## config.mk

```make
export PLATFORM = sky130hd
export DESIGN_NAME = key_debounce_multi
export DESIGN_NICKNAME = d
export VERILOG_FILES = /design/src/rtl/key_debounce_multi.sv
export SDC_FILE = /design/constraint.sdc
export NUM_CORES = 1
export LEC_CHECK = 0
export ABC_AREA = 1
export CAP_MARGIN = 20
export CELL_PAD_IN_SITES_DETAIL_PLACEMENT = 0
export CELL_PAD_IN_SITES_GLOBAL_PLACEMENT = 2
export CORE_MARGIN = 2
export CORE_UTILIZATION = 35
export CTS_BUF_LIST = sky130_fd_sc_hd__clkbuf_8
export DETAILED_ROUTE_END_ITERATION = 7
export DONT_BUFFER_PORTS = 1
export PLACE_DENSITY = 0.86
export SLEW_MARGIN = 10
export SYNTH_ARGS = -nofsm -noshare
export SYNTH_HDL_FRONTEND = slang
export SYNTH_SLANG_ARGS = --single-unit
```

## constraint.sdc

```tcl
create_clock -name sys_clk -period 16.7 [get_ports sys_clk]
set_clock_uncertainty 0.1 [all_clocks]
set_input_delay 3.34 -clock sys_clk [delete_from_list [all_inputs] [get_ports sys_clk]]
set_output_delay 3.34 -clock sys_clk [all_outputs]
set_load 0.03 [all_outputs]
```

## src/rtl/key_debounce_multi.sv

```systemverilog
// Multi-channel front-panel key conditioner: 2-flop sync, debounce filter and
// press / release / long-press / auto-repeat pulse decode per channel.
module key_debounce_multi #(
  parameter int NUM_KEYS     = 4,
  parameter int DEBOUNCE_CYC = 1_000_000,
  parameter int LONG_CYC     = 100_000_000,
  parameter int REPEAT_CYC   = 10_000_000,
  parameter int REPEAT_EN    = 1,
  parameter int ACTIVE_LOW   = 1
) (
  input  logic                  sys_clk,
  input  logic                  rst,
  input  logic [NUM_KEYS-1:0]   key_in,
  output logic [NUM_KEYS-1:0]   key_state,
  output logic [NUM_KEYS-1:0]   key_press,
  output logic [NUM_KEYS-1:0]   key_release,
  output logic [NUM_KEYS-1:0]   key_long,
  output logic [NUM_KEYS-1:0]   key_repeat,
  output logic [2*NUM_KEYS-1:0] dbg_state
);

  // dbg_state carries each channel's FSM state, channel k in bits [2k+1:2k].
  typedef enum logic [1:0] {
    IDLE       = 2'd0,
    PRESS_FILT = 2'd1,
    HELD       = 2'd2,
    REL_FILT   = 2'd3
  } key_fsm_e;

  localparam int DW   = (DEBOUNCE_CYC > 1) ? $clog2(DEBOUNCE_CYC) : 1;
  localparam int HMAX = (LONG_CYC > REPEAT_CYC) ? LONG_CYC : REPEAT_CYC;
  localparam int HW   = (HMAX > 1) ? $clog2(HMAX) : 1;
  localparam logic [DW-1:0] D_LAST = DW'(DEBOUNCE_CYC - 1);
  localparam logic [HW-1:0] L_LAST = HW'(LONG_CYC - 1);
  localparam logic [HW-1:0] R_LAST = HW'(REPEAT_CYC - 1);
  localparam logic INACTIVE = (ACTIVE_LOW != 0) ? 1'b1 : 1'b0;

  for (genvar g = 0; g < NUM_KEYS; g++) begin : g_key
    logic          sync1_q, sync2_q, p;
    key_fsm_e      state_q, state_d;
    logic [DW-1:0] dcnt_q, dcnt_d;
    logic [HW-1:0] hcnt_q, hcnt_d;
    logic          long_done_q, long_done_d;
    logic          level_q, level_d;
    logic          press_q, press_d, release_q, release_d;
    logic          long_q, long_d, repeat_q, repeat_d;

    assign p = sync2_q ^ INACTIVE;

    always_ff @(posedge sys_clk or posedge rst) begin
      if (rst) begin
        sync1_q     <= INACTIVE;
        sync2_q     <= INACTIVE;
        state_q     <= IDLE;
        dcnt_q      <= '0;
        hcnt_q      <= '0;
        long_done_q <= 1'b0;
        level_q     <= 1'b0;
        press_q     <= 1'b0;
        release_q   <= 1'b0;
        long_q      <= 1'b0;
        repeat_q    <= 1'b0;
      end else begin
        sync1_q     <= key_in[g];
        sync2_q     <= sync1_q;
        state_q     <= state_d;
        dcnt_q      <= dcnt_d;
        hcnt_q      <= hcnt_d;
        long_done_q <= long_done_d;
        level_q     <= level_d;
        press_q     <= press_d;
        release_q   <= release_d;
        long_q      <= long_d;
        repeat_q    <= repeat_d;
      end
    end

    always_comb begin
      state_d     = state_q;
      dcnt_d      = dcnt_q;
      hcnt_d      = hcnt_q;
      long_done_d = long_done_q;
      level_d     = level_q;
      press_d     = 1'b0;
      release_d   = 1'b0;
      long_d      = 1'b0;
      repeat_d    = 1'b0;
      case (state_q)
        IDLE: begin
          dcnt_d = '0;
          if (p) begin
            state_d = PRESS_FILT;
            dcnt_d  = DW'(1);
          end
        end
        PRESS_FILT: begin
          if (!p) begin
            state_d = IDLE;
            dcnt_d  = '0;
          end else if (dcnt_q == D_LAST) begin
            state_d     = HELD;
            dcnt_d      = '0;
            press_d     = 1'b1;
            level_d     = 1'b1;
            hcnt_d      = '0;
            long_done_d = 1'b0;
          end else begin
            dcnt_d = dcnt_q + 1'b1;
          end
        end
        HELD: begin
          // hcnt stalls once long has fired with repeat disabled, so it never wraps.
          if (!p) begin
            state_d = REL_FILT;
            dcnt_d  = DW'(1);
          end else if (!long_done_q) begin
            if (hcnt_q == L_LAST) begin
              long_d      = 1'b1;
              long_done_d = 1'b1;
              hcnt_d      = '0;
            end else begin
              hcnt_d = hcnt_q + 1'b1;
            end
          end else if (REPEAT_EN != 0) begin
            if (hcnt_q == R_LAST) begin
              repeat_d = 1'b1;
              hcnt_d   = '0;
            end else begin
              hcnt_d = hcnt_q + 1'b1;
            end
          end
        end
        REL_FILT: begin
          if (p) begin
            state_d = HELD;
            dcnt_d  = '0;
          end else if (dcnt_q == D_LAST) begin
            state_d   = IDLE;
            dcnt_d    = '0;
            release_d = 1'b1;
            level_d   = 1'b0;
          end else begin
            dcnt_d = dcnt_q + 1'b1;
          end
        end
        default: begin
          state_d     = IDLE;
          dcnt_d      = '0;
          hcnt_d      = '0;
          long_done_d = 1'b0;
          level_d     = 1'b0;
        end
      endcase
    end

    assign key_state[g]         = level_q;
    assign key_press[g]         = press_q;
    assign key_release[g]       = release_q;
    assign key_long[g]          = long_q;
    assign key_repeat[g]        = repeat_q;
    assign dbg_state[2*g +: 2]  = state_q;
  end

endmodule

```

======== Word level (Yosys, flattened, before mapping) ========
Index checks and enable logic that the tools add are counted.
word-level totals
  bits in registers ....................... 228
  logic and storage cells ................. 304
  input bits .............................. 6
  output and inout port bits .............. 28
operators by class
  $add $sub $neg .......................... 8
  muxes and demuxes ....................... 168
  reductions and logical operators ........ 24
  equality and inequality tests ........... 60
operators by type and width
  operator                                                count
  2-to-1 mux 27 bit                                       24
  2-to-1 mux 20 bit                                       16
  one-hot mux 20 bit (4 select lines)                     4
  one-hot mux 27 bit (2 select lines)                     4
  adder 27 x 1 -> 27 bit (second input constant)          4
  equality test 27 x 24 -> 1 bit (second input constant)  4
  equality test 27 bit (second input constant)            4
  2-to-1 mux 1 bit                                        84
  adder 20 x 1 -> 20 bit (second input constant)          4
  equality test 20 bit (second input constant)            4
  != test 2 bit (second input constant)                   28
  2-to-1 mux 2 bit                                        24
  one-hot mux 2 bit (4 select lines)                      4
  AND reduction 4 bit                                     8
  != test 3 bit (second input constant)                   8
  AND reduction 5 bit                                     4
  equality test 2 bit (second input constant)             8
  one-hot mux 1 bit (2 select lines)                      8
  nonzero test 2 bit                                      8
  equality test 2 x 1 -> 1 bit (second input constant)    4
  zero test 2 bit                                         4

======== Depth between registers and ports, before layout ========
Gate-level depths: netlist of the first run.
  depth in word-level cells ............... 5
  mapped depth ............................ 12
  depth with buffers taken out ............ 12

======== Worst setup path after synthesis of the first run ========
Ideal clock, no wire load.
  path kind ............................... register -> output
  start ................................... register g_key[0].state_q[0]
  end ..................................... output dbg_state[0]
  required time ........................... 13.260 ns
  data arrival time ....................... 0.594 ns
  stages on the path, launching flop included .. 1
  buffers on the path ..................... 0
  path slack .............................. 12.666 ns
  path through ............................ dfrtp_1
RTL lines
  element                   RTL line  text
  start: declaration        40        key_fsm_e state_q, state_d;
  start signal: assignment  66        state_q <= state_d;
  end: declaration          19        output logic [2*NUM_KEYS-1:0] dbg_state
No word-level cell between the ends.

==> out/qor.txt, run 1 <==
Inst Count DP: 2635
Syn_area_per_cell: 6.642 um^2
Clk buf depth: 3
Setup bufs post-CTS: 0
Die footprint: 42590 um^2
Final max-slew violation count: 0
Multi-input logic area: 7088 um^2
XOR/XNOR Fraction of Synth Area: 2.078%
I/O pins: 34
DRT Wirelength: 37.68 mm
Post-synthesis register bit count: 228
Setup crit end: g_key[3].dcnt_q[1]
Pre-CTS setup slack: 10870 ps
Power Total: 1.283 mW
Hold Path Class: reg -> reg
Pleak: 7.301 nW
Async SR Flop Fraction: 100.0%
Reg2reg setup slack: 13390 ps
Die H: 206.4 um
CTS Buf Count: 45
Nets: 2164
Most frequently used flop master after synthesis: dfrtp_1
Final hold violations: 0
Core area: 40650 um^2
CTS sink count: 228
Setup violations, final: 0
Sequential element share of the synthesized area: 39.87%
Initial antenna violation count: 0
Fin worst setup slack: 11730 ps
Period utilisation layout: 29.74%
Period minus WS final: 4967 ps
Seq. cell area: 5715 um^2
PortBufs: 0
Outcome: finished, final reports clean
Site Rows: 74
Compound-cell area share of the yosys netlist: 4.653%
Max Fanout on Critical Path: 95
Filler instances: 4421
DR WL/cell: 13.87 um
Max_slew headroom: 35.61%
Routed vias/inst: 4.843
Worst setup EP type: asynchronous set/reset pin
Worst r2r path cells: 7
Syn-to-layout area delta: 8.607%
Hold_ws: 249.6 ps
H-tree depth: 2
Initial DRC Count: 810
First-pass GRT wire length: 63.69 mm
Vias in the first global route: 12.75k
Adder-cell share of the synthesized area: 0.6983%
CTS tree: yes
Routability cong.: 0.8400
Clock root buffer: clkbuf_8
Worst-Margin Slew: 965.9 ps
Distinct cells, synth: 39
# diodes: 0
Peak VDD IR: 62.98 uV
Gate count of the mapped netlist: 2158
Setup TNS: 0 ps
Initial Utilization: 35.26%
Max Cap Violations: 0
Hpwl dp: 27.02 mm
Cts repair resizes: 0
Max Clk Rate: 201.3 MHz
Die width: 206.4 um
Drt first pass iters: 5
Synth warnings: 0
Detail Route Antenna Nets: 0
Reg2reg end: g_key[2].hcnt_q[15]
Mux contribution to synthesized area: 0%
Reg clk slew, reported paths: 60 ps
Gr usage total: 18.28%
Pin count of the biggest net entering global routing: 96
Worst Setup Start Kind: input pin
PD cells: 82.43 nW/um^2
GR Overflow Total: 0
Post-synth EDFFs: 0
Worst EP required: 17230 ps
Setup crit start: rst
DRC viols: 0
Data arrival, critical path: 5490 ps
Finished Layout Cells: 2717
Share of layout cells above drive strength 1: 6.041%
Clk Latency, worst-skew pair: 600 ps
Mapped Area: 14330 um^2
WS Path Type: in -> async
Largest family of logic cells by synthesized area: simple AND/OR/NAND/NOR gates
Post-Synthesis Net Count: 2172
RSZ-0062 raised after global routing: no
CTS Hold Bufs: 0
Routed via count: 13.16k
Post-Synth Simple-Gate Area: 42.02%
## registers in the layout (all words and copies together), names as in the netlist, named ones only
register           count
g_key.long_done_q      4
g_key.hcnt_q         108
g_key.state_q          4
g_key.repeat_q         4
g_key.press_q          4
g_key.sync1_q          4
g_key.dcnt_q          80
g_key.release_q        4
g_key.level_q          4
g_key.long_q           4
g_key.sync2_q          4
## synthesized netlist by cell type, types with 4 or more instances
cell | count | area share [%]
a21oi_1 | 51 | 1.8
a31oi_1 | 6 | 0.26
buf_2 | 19 | 0.66
buf_4 | 27 | 1.4
buf_6 | 10 | 0.79
dfrtp_1 | 220 | 38
dfstp_2 | 8 | 1.5
ha_1 | 8 | 0.70
inv_1 | 288 | 7.5
inv_2 | 8 | 0.21
nand2_1 | 611 | 16
nand2_2 | 11 | 0.48
nand3_1 | 202 | 7.1
nand3b_1 | 4 | 0.21
nand4_1 | 66 | 2.9
nor2_1 | 392 | 10
nor2_2 | 13 | 0.57
nor3_1 | 71 | 2.5
nor3_2 | 5 | 0.35
nor3b_1 | 4 | 0.21
nor4_1 | 11 | 0.48
o21ai_0 | 54 | 1.9
o21ai_1 | 5 | 0.17
o21bai_1 | 4 | 0.21
xor2_1 | 33 | 2.0
## stage by stage
stage / area [um^2] / util, %
after floorplan: 14330 / -
after global placement: 14610 / 35.94
after detailed placement: 14610 / 35.94
after CTS: 15570 / 38.30
after global routing: 15570 / 38.30
final: 15570 / 38.30
## where the power goes
group          switching, mW  leakage, nW  internal, mW
sequential            0.0241         3.14         0.566
combinational         0.0683         3.63        0.0204
clock                  0.261        0.538         0.343
total                  0.354         7.30         0.929
## logic make-up after synthesis
family / count (synthesis)
simple gates: 1407
fa+ha+maj: 8
buf+inv: 354
compound gates: 127
xor+xnor: 34
flops: 228
## area by class of cell
class | count | area share (%)
clock inverters | 24 | 1.045
inverters | 297 | 7.209
multi-input cells | 1576 | 45.53
well taps | 532 | 4.276
clock buffers | 58 | 5.128
flip-flops and latches | 228 | 36.71
repair buffers | 2 | 0.09645
## worst min path at each step
stage / start / endpoint / cells past startpoint
detailed placement: g_key[0].sync1_q / g_key[0].sync2_q / 0
finish: g_key[2].sync1_q / g_key[2].sync2_q / 0
global route: g_key[2].sync1_q / g_key[2].sync2_q / 0
CTS: g_key[2].sync1_q / g_key[2].sync2_q / 0
global placement: g_key[2].sync1_q / g_key[2].sync2_q / 0
floorplan: g_key[0].sync1_q / g_key[0].sync2_q / 0
## cell usage in the layout (no fill, tap or decap), types with 6 or more instances in the layout
master / instances
o21ai_0: 54
clkinv_2: 10
nand4_1: 66
xor2_1: 33
dfstp_2: 8
nand2_2: 11
nor4_1: 11
nand2_1: 611
a31oi_1: 6
clkbuf_8: 58
nor3_1: 71
nor2_2: 13
a21oi_1: 51
nand3_1: 202
dfrtp_1: 220
inv_1: 297
ha_1: 8
inv_2: 8
nor2_1: 392
## per-layer routing
metal / vias up / global-route usage [%] / routed length (um)
met3: 56 / 2.854 / 1290
met1: 6133 / 24.54 / 18300
met2: 187 / 30.05 / 17280
li1: 6782 / - / -
met4: 0 / 5.995 / 808
met5: - / 0 / 0
## critical path: stages
cell   delay (ps)
inv_8         410
buf_4         840
buf_4         790
Power figures use the tool's default switching activity.
==> run 2, diff against run 1 <==
--- a/config.mk
+++ b/config.mk
@@ -10,11 +10,11 @@
 export CELL_PAD_IN_SITES_DETAIL_PLACEMENT = 0
 export CELL_PAD_IN_SITES_GLOBAL_PLACEMENT = 2
 export CORE_MARGIN = 2
-export CORE_UTILIZATION = 35
+export CORE_UTILIZATION = 34
 export CTS_BUF_LIST = sky130_fd_sc_hd__clkbuf_8
 export DETAILED_ROUTE_END_ITERATION = 7
 export DONT_BUFFER_PORTS = 1
-export PLACE_DENSITY = 0.86
+export PLACE_DENSITY = 0.87
 export SLEW_MARGIN = 10
 export SYNTH_ARGS = -nofsm -noshare
 export SYNTH_HDL_FRONTEND = slang
==> constraint.sdc (replaced) <==
create_clock -name sys_clk -period 4.5 [get_ports sys_clk]
set_clock_uncertainty 0.1 [all_clocks]
set_input_delay 0.9 -clock sys_clk [delete_from_list [all_inputs] [get_ports sys_clk]]
set_output_delay 0.9 -clock sys_clk [all_outputs]
set_load 0.03 [all_outputs]
==> out/qor.txt, run 2 (synthesis gave the netlist of run 1 again) <==
Switching portion of total power: 28.12% (+0.55 points)
Share of layout cells above drive strength 1: 5.764% (-0.28 points)
Core area: 41760 um^2 (+2.7%)
Hpwl dp: 27.31 mm (+1.1%)
Most frequent cells in the layout: nand2_1 (611), nor2_1 (392), inv_1 (304), dfrtp_1 (220), nand3_1 (202)
Site Rows: 75 (+1.4%)
Detail Route Antenna Nets: 0 (unchanged)
CTS Buf Count: 44 (-2.2%)
Final hold violations: 0 (unchanged)
Outcome: finished, final reports clean
Vias in the first global route: 12.98k (+1.9%)
Max Fanout on Critical Path: 41 (-57%)
DRT Wirelength: 37.53 mm (-0.39%)
Gr usage total: 17.76% (-0.52 points)
Cts repair resizes: 0 (unchanged)
Clock root buffer: clkbuf_8
Data arrival, critical path: 3470 ps (-2020 ps)
PD cells: 295.4 nW/um^2 (+260%)
Peak VDD IR: 202.7 uV (+220%)
CTS sink count: 228 (unchanged)
CTS tree: yes
Initial DRC Count: 746 (-7.9%)
Power Total: 4.588 mW (+260%)
Setup bufs post-CTS: 0 (unchanged)
Setup violations, final: 0 (unchanged)
Filler instances: 4512 (+2.1%)
Worst Setup Start Kind: register
Pin count of the biggest net entering global routing: 112 (+17%)
Seq. cell area: 5715 um^2 (unchanged)
Final max-slew violation count: 0 (unchanged)
Hold Path Class: in -> async
Clk buf depth: 3 (unchanged)
Commonest non-fill, non-tap cell in the layout: nand2_1
Die H: 209.3 um (+1.4%)
First-pass GRT wire length: 64.51 mm (+1.3%)
Routed via count: 13.18k (+0.20%)
I/O pins: 34 (unchanged)
Pleak: 7.288 nW (-0.17%)
Switching power: 1.290 mW (+260%)
Worst setup EP type: register
Initial antenna violation count: 0 (unchanged)
Initial Utilization: 34.33% (-0.94 points)
DR WL/cell: 13.77 um (-0.68%)
Routed vias/inst: 4.838 (about the same)
Period minus WS final: 3085 ps
H-tree depth: 2 (unchanged)
Clock power frac: 45.1% (-2.0 points)
Max_slew headroom: 43.44% (+7.8 points)
Pint: 3.297 mW (+250%)
GR Overflow Total: 0 (unchanged)
Setup TNS: 0 ps (unchanged)
Worst EP required: 4890 ps (-12340 ps)
# diodes: 0 (unchanged)
Clk Latency, worst-skew pair: 610 ps (about the same)
Multi-input logic area: 7088 um^2 (unchanged)
WS Path Type: reg -> reg
PortBufs: 0 (unchanged)
Worst-Margin Slew: 840.7 ps (-125.2 ps)
Seq pwr share: 47.8% (+1.8 points)
Largest Register: g_key.hcnt_q
Biggest regs: g_key.hcnt_q (108), g_key.dcnt_q (80)
Die width: 209.3 um (+1.4%)
RSZ-0062 raised after global routing: no
Syn-to-layout area delta: 8.353%
CTS Hold Bufs: 0 (unchanged)
Die footprint: 43820 um^2 (+2.9%)
Reg clk slew, reported paths: 50 ps (about the same)
Max Cap Violations: 0 (unchanged)
Routability cong.: 0.8455 (+0.65%)
Period utilisation layout: 68.56%
Max Clk Rate: 324.1 MHz
Largest register FFs: 108 (unchanged)
Combinational Power Share: 7.1% (+0.2 points)
DRC viols: 0 (unchanged)
Nets: 2164 (unchanged)
Drt first pass iters: 5 (unchanged)
[run 2: cell types whose count changed in the layout (fill, tap and decap cells not counted)]
cell	delta
clkinv_2	-4
bufinv_16	-2
inv_8	-1
buf_12	+2
clkinvlp_4	+2
buf_4	-1
inv_1	+7
clkbuf_8	-2
[run 2: power groups by stage]
stage	combinational (mW)	sequential, mW	clock, mW
floorplan	0.279	2.21	0
global placement	0.332	2.22	0
detailed placement	0.337	2.23	0
CTS	0.337	2.19	2.17
global route	0.385	2.20	2.25
finish	0.327	2.19	2.07
[run 2: per-layer routing]
layer  track usage (%)  up-vias  routed length, um
li1                  -     6789                  -
met1             23.19     6153              17640
met2             30.32      188              17760
met3             2.843       54               1363
met4             5.296        0                768
met5                 0        -                  0
[run 2: area by class of cell]
type | instances | share of cell area, %
tap | 539 | 4.342
multi-input combinational | 1576 | 45.64
clock inverter | 26 | 0.7492
inverter | 297 | 7.202
sequential | 228 | 36.80
clock buffer | 56 | 4.963
timing repair buffer | 3 | 0.3061
[run 2: critical path, stage by stage (launching register included)]
cell     delay (ps)
dfrtp_1         580
inv_1           140
nor2_1          570
nand2_1         500
nand2_4         540
nand2_2         330
inv_1           150
nor2_1           50
[run 2: stage by stage]
step                      util, %  instances  setup slack (ps)  cell area, um^2  hold WS (ps)
final                       37.19       2725              1415            15530         165.0
after detailed placement    35.07       2643              1335            14640         247.3
after global routing        37.19       2725              1070            15530         152.7
after global placement      35.07       2643              1406            14640         245.6
after CTS                   37.19       2725              1325            15530         123.8
after floorplan                 -       2158             526.6            14340         245.2
[run 2: final timing paths]
check | from | to | slack (ps) | depth (start not counted)
worst min-delay path | rst | g_key[0].long_q | 170 | 1
worst min register to register | g_key[3].sync1_q | g_key[3].sync2_q | 260 | 0
worst max register to register | register | g_key[2].hcnt_q[18] | 1410 | 7
max in group asynchronous | rst | g_key[1].dcnt_q[4] | 3120 | 2
min in group sys_clk | key_in[2] | g_key[2].sync1_q | 200 | 0
worst max-delay path | register | g_key[2].hcnt_q[18] | 1410 | 7
==> run 3, diff against run 2 <==
==> constraint.sdc (replaced) <==
create_clock -name sys_clk -period 2.6 [get_ports sys_clk]
set_clock_uncertainty 0.1 [all_clocks]
set_input_delay 0.52 -clock sys_clk [delete_from_list [all_inputs] [get_ports sys_clk]]
set_output_delay 0.52 -clock sys_clk [all_outputs]
set_load 0.03 [all_outputs]
==> out/qor.txt, run 3 (synthesis gave the netlist of run 1 again) <==
Die H: 209.3 um (unchanged)
Combinational Power Share: 8.5% (+1.4 points)
Setup bufs post-CTS: 0 (unchanged)
Layout Utilization: 37.73% (+0.54 points)
CTS tree: yes
DRT Wirelength: 37.86 mm (+0.88%)
Max_slew headroom: 55.08% (+12 points)
Min-Delay Endpoint: g_key[0].sync2_q
Initial antenna violation count: 0 (unchanged)
CTS Buf Count: 44 (unchanged)
Routed via count: 13.23k (+0.35%)
Worst r2r path cells: 10 (+3)
Finished Layout Cells: 2742 (+0.62%)
Clk Latency, worst-skew pair: 610 ps (about the same)
Period utilisation layout: 86.87% (+18 points)
Pin count of the biggest net entering global routing: 116 (+3.6%)
Clock root buffer: clkbuf_8
Worst setup EP type: register
First-pass GRT wire length: 65.29 mm (+1.2%)
Syn-to-layout area delta: 9.925%
Initial DRC Count: 981 (+32%)
Detail Route Antenna Nets: 0 (unchanged)
Setup violations, final: 0 (unchanged)
Gr usage total: 18.02% (+0.26 points)
Clk buf depth: 3 (unchanged)
Switching portion of total power: 27.59% (-0.53 points)
Setup TNS: 0 ps (unchanged)
WS Path Type: reg -> reg
Routed vias/inst: 4.825 (-0.27%)
Worst hold path depth: 0
Hold_ws: 254.3 ps (+89.26 ps)
Site Rows: 75 (unchanged)
Nets: 2186 (+1.0%)
DRC viols: 0 (unchanged)
Worst EP required: 3000 ps (-1890 ps)
Most frequent cells in the layout: nand2_1 (611), nor2_1 (392), inv_1 (299), dfrtp_1 (220), nand3_1 (202)
Biggest regs: g_key.hcnt_q (108), g_key.dcnt_q (80)
CTS sink count: 228 (unchanged)
Share of layout cells above drive strength 1: 6.491% (+0.73 points)
Power Total: 8.150 mW (+78%)
PD cells: 517.2 nW/um^2 (+75%)
Hold Startpoint: g_key[0].sync1_q
RSZ-0062 raised after global routing: no
Reg2reg end: g_key[2].hcnt_q[15]
Routability cong.: 0.8610 (+1.8%)
Period minus WS final: 2259 ps (-826.4 ps)
Initial Utilization: 34.33% (unchanged)
Inst Count DP: 2660 (+0.64%)
RR Startpoint: g_key[2].hcnt_q[0]
Drt first pass iters: 7 (+2)
Final hold violations: 0 (unchanged)
Reg2reg setup slack: 340 ps (-1070 ps)
Hold Path Class: reg -> reg
Die width: 209.3 um (unchanged)
Largest register FFs: 108 (unchanged)
Max Cap Violations: 0 (unchanged)
PortBufs: 0 (unchanged)
GR Overflow Total: 0 (unchanged)
# diodes: 0 (unchanged)
Vias in the first global route: 13.04k (+0.46%)
Peak VDD IR: 383.1 uV (+89%)
Core area: 41760 um^2 (unchanged)
Reg clk slew, reported paths: 50 ps (about the same)
Max Fanout on Critical Path: 15 (-63%)
Clock power frac: 45.8% (+0.7 points)
Worst-Margin Slew: 673.7 ps (-166.9 ps)
Max Clk Rate: 442.7 MHz (+37%)
Die footprint: 43820 um^2 (unchanged)
Seq pwr share: 45.7% (-2.1 points)
Pleak: 7.398 nW (+1.5%)
Pint: 5.901 mW (+79%)
H-tree depth: 2 (unchanged)
Switching power: 2.249 mW (+74%)
Data arrival, critical path: 2660 ps (-810 ps)
Worst Setup Start Kind: register
Final max-slew violation count: 0 (unchanged)
Largest Register: g_key.hcnt_q
Hpwl dp: 27.51 mm (+0.72%)
Outcome: finished, final reports clean
I/O pins: 34 (unchanged)
Commonest non-fill, non-tap cell in the layout: nand2_1
DR WL/cell: 13.81 um (+0.26%)
run 3: per-layer routing:
| layer | GRT usage, % | part of all wire [%] |
|---|---|---|
| met1 | 24.31 | 48 |
| met2 | 29.40 | 45 |
| met3 | 2.993 | 4.2 |
| met4 | 6.133 | 2.4 |
| met5 | 0 | 0 |
run 3: metrics by stage:
| stage | setup WS [ps] | instance area, um^2 |
|---|---|---|
| 6_report | 341.4 | 15760 |
| 5_1_grt | 120.0 | 15760 |
| 4_1_cts | 316.5 | 15760 |
| 3_5_place_dp | 329.3 | 14800 |
| 3_3_place_gp | 310.6 | 14800 |
| 2_1_floorplan | -993.4 | 14340 |
run 3: worst max-delay path, cell delays in order (launching register included):
cell     delay (ps)
dfrtp_1         430
ha_1            230
inv_1            90
nor2_1          220
nand2_1         160
nor2_1          210
nand3_1         130
nand3_1         130
nand2_2         240
inv_1           150
nor2_1           50
run 3: cell type report:
type | instances | area [um^2]
Clock inverter | 19 | 111.4
Multi-Input combinational cell | 1576 | 7088
Timing Repair Buffer | 25 | 250.2
Clock buffer | 58 | 798.3
Sequential cell | 228 | 5715
Inverter | 297 | 1119
Fill cell | 4482 | 26000
Tap cell | 539 | 674.4
run 3: worst max-delay path by stage:
stage	startpoint	to	slack (ps)	cells after the start
after detailed placement	g_key[2].hcnt_q[0]	g_key[2].hcnt_q[18]	330	10
after floorplan	rst	asynchronous set/reset pin	-990	1
after global placement	g_key[2].hcnt_q[0]	g_key[2].hcnt_q[24]	310	10
after global routing	g_key[2].hcnt_q[0]	g_key[2].hcnt_q[15]	120	10
final	g_key[2].hcnt_q[0]	g_key[2].hcnt_q[15]	340	10
after CTS	g_key[2].hcnt_q[0]	g_key[2].hcnt_q[15]	320	10
run 3: power by group through the flow:
stage	sequential, mW	clock [mW]	combinational, mW
global placement	3.78	0	0.701
floorplan	3.83	0	0.483
global route	3.73	4.05	0.803
detailed placement	3.79	0	0.702
CTS	3.72	3.90	0.710
finish	3.72	3.73	0.694
run 3: repair_timing:
| item | 4_1_cts | 5_1_grt |
|---|---|---|
| hold endpoints to repair | 224 | 0 |
| hold buffers | 5 | 0 |
| resized for setup | 0 | 0 |
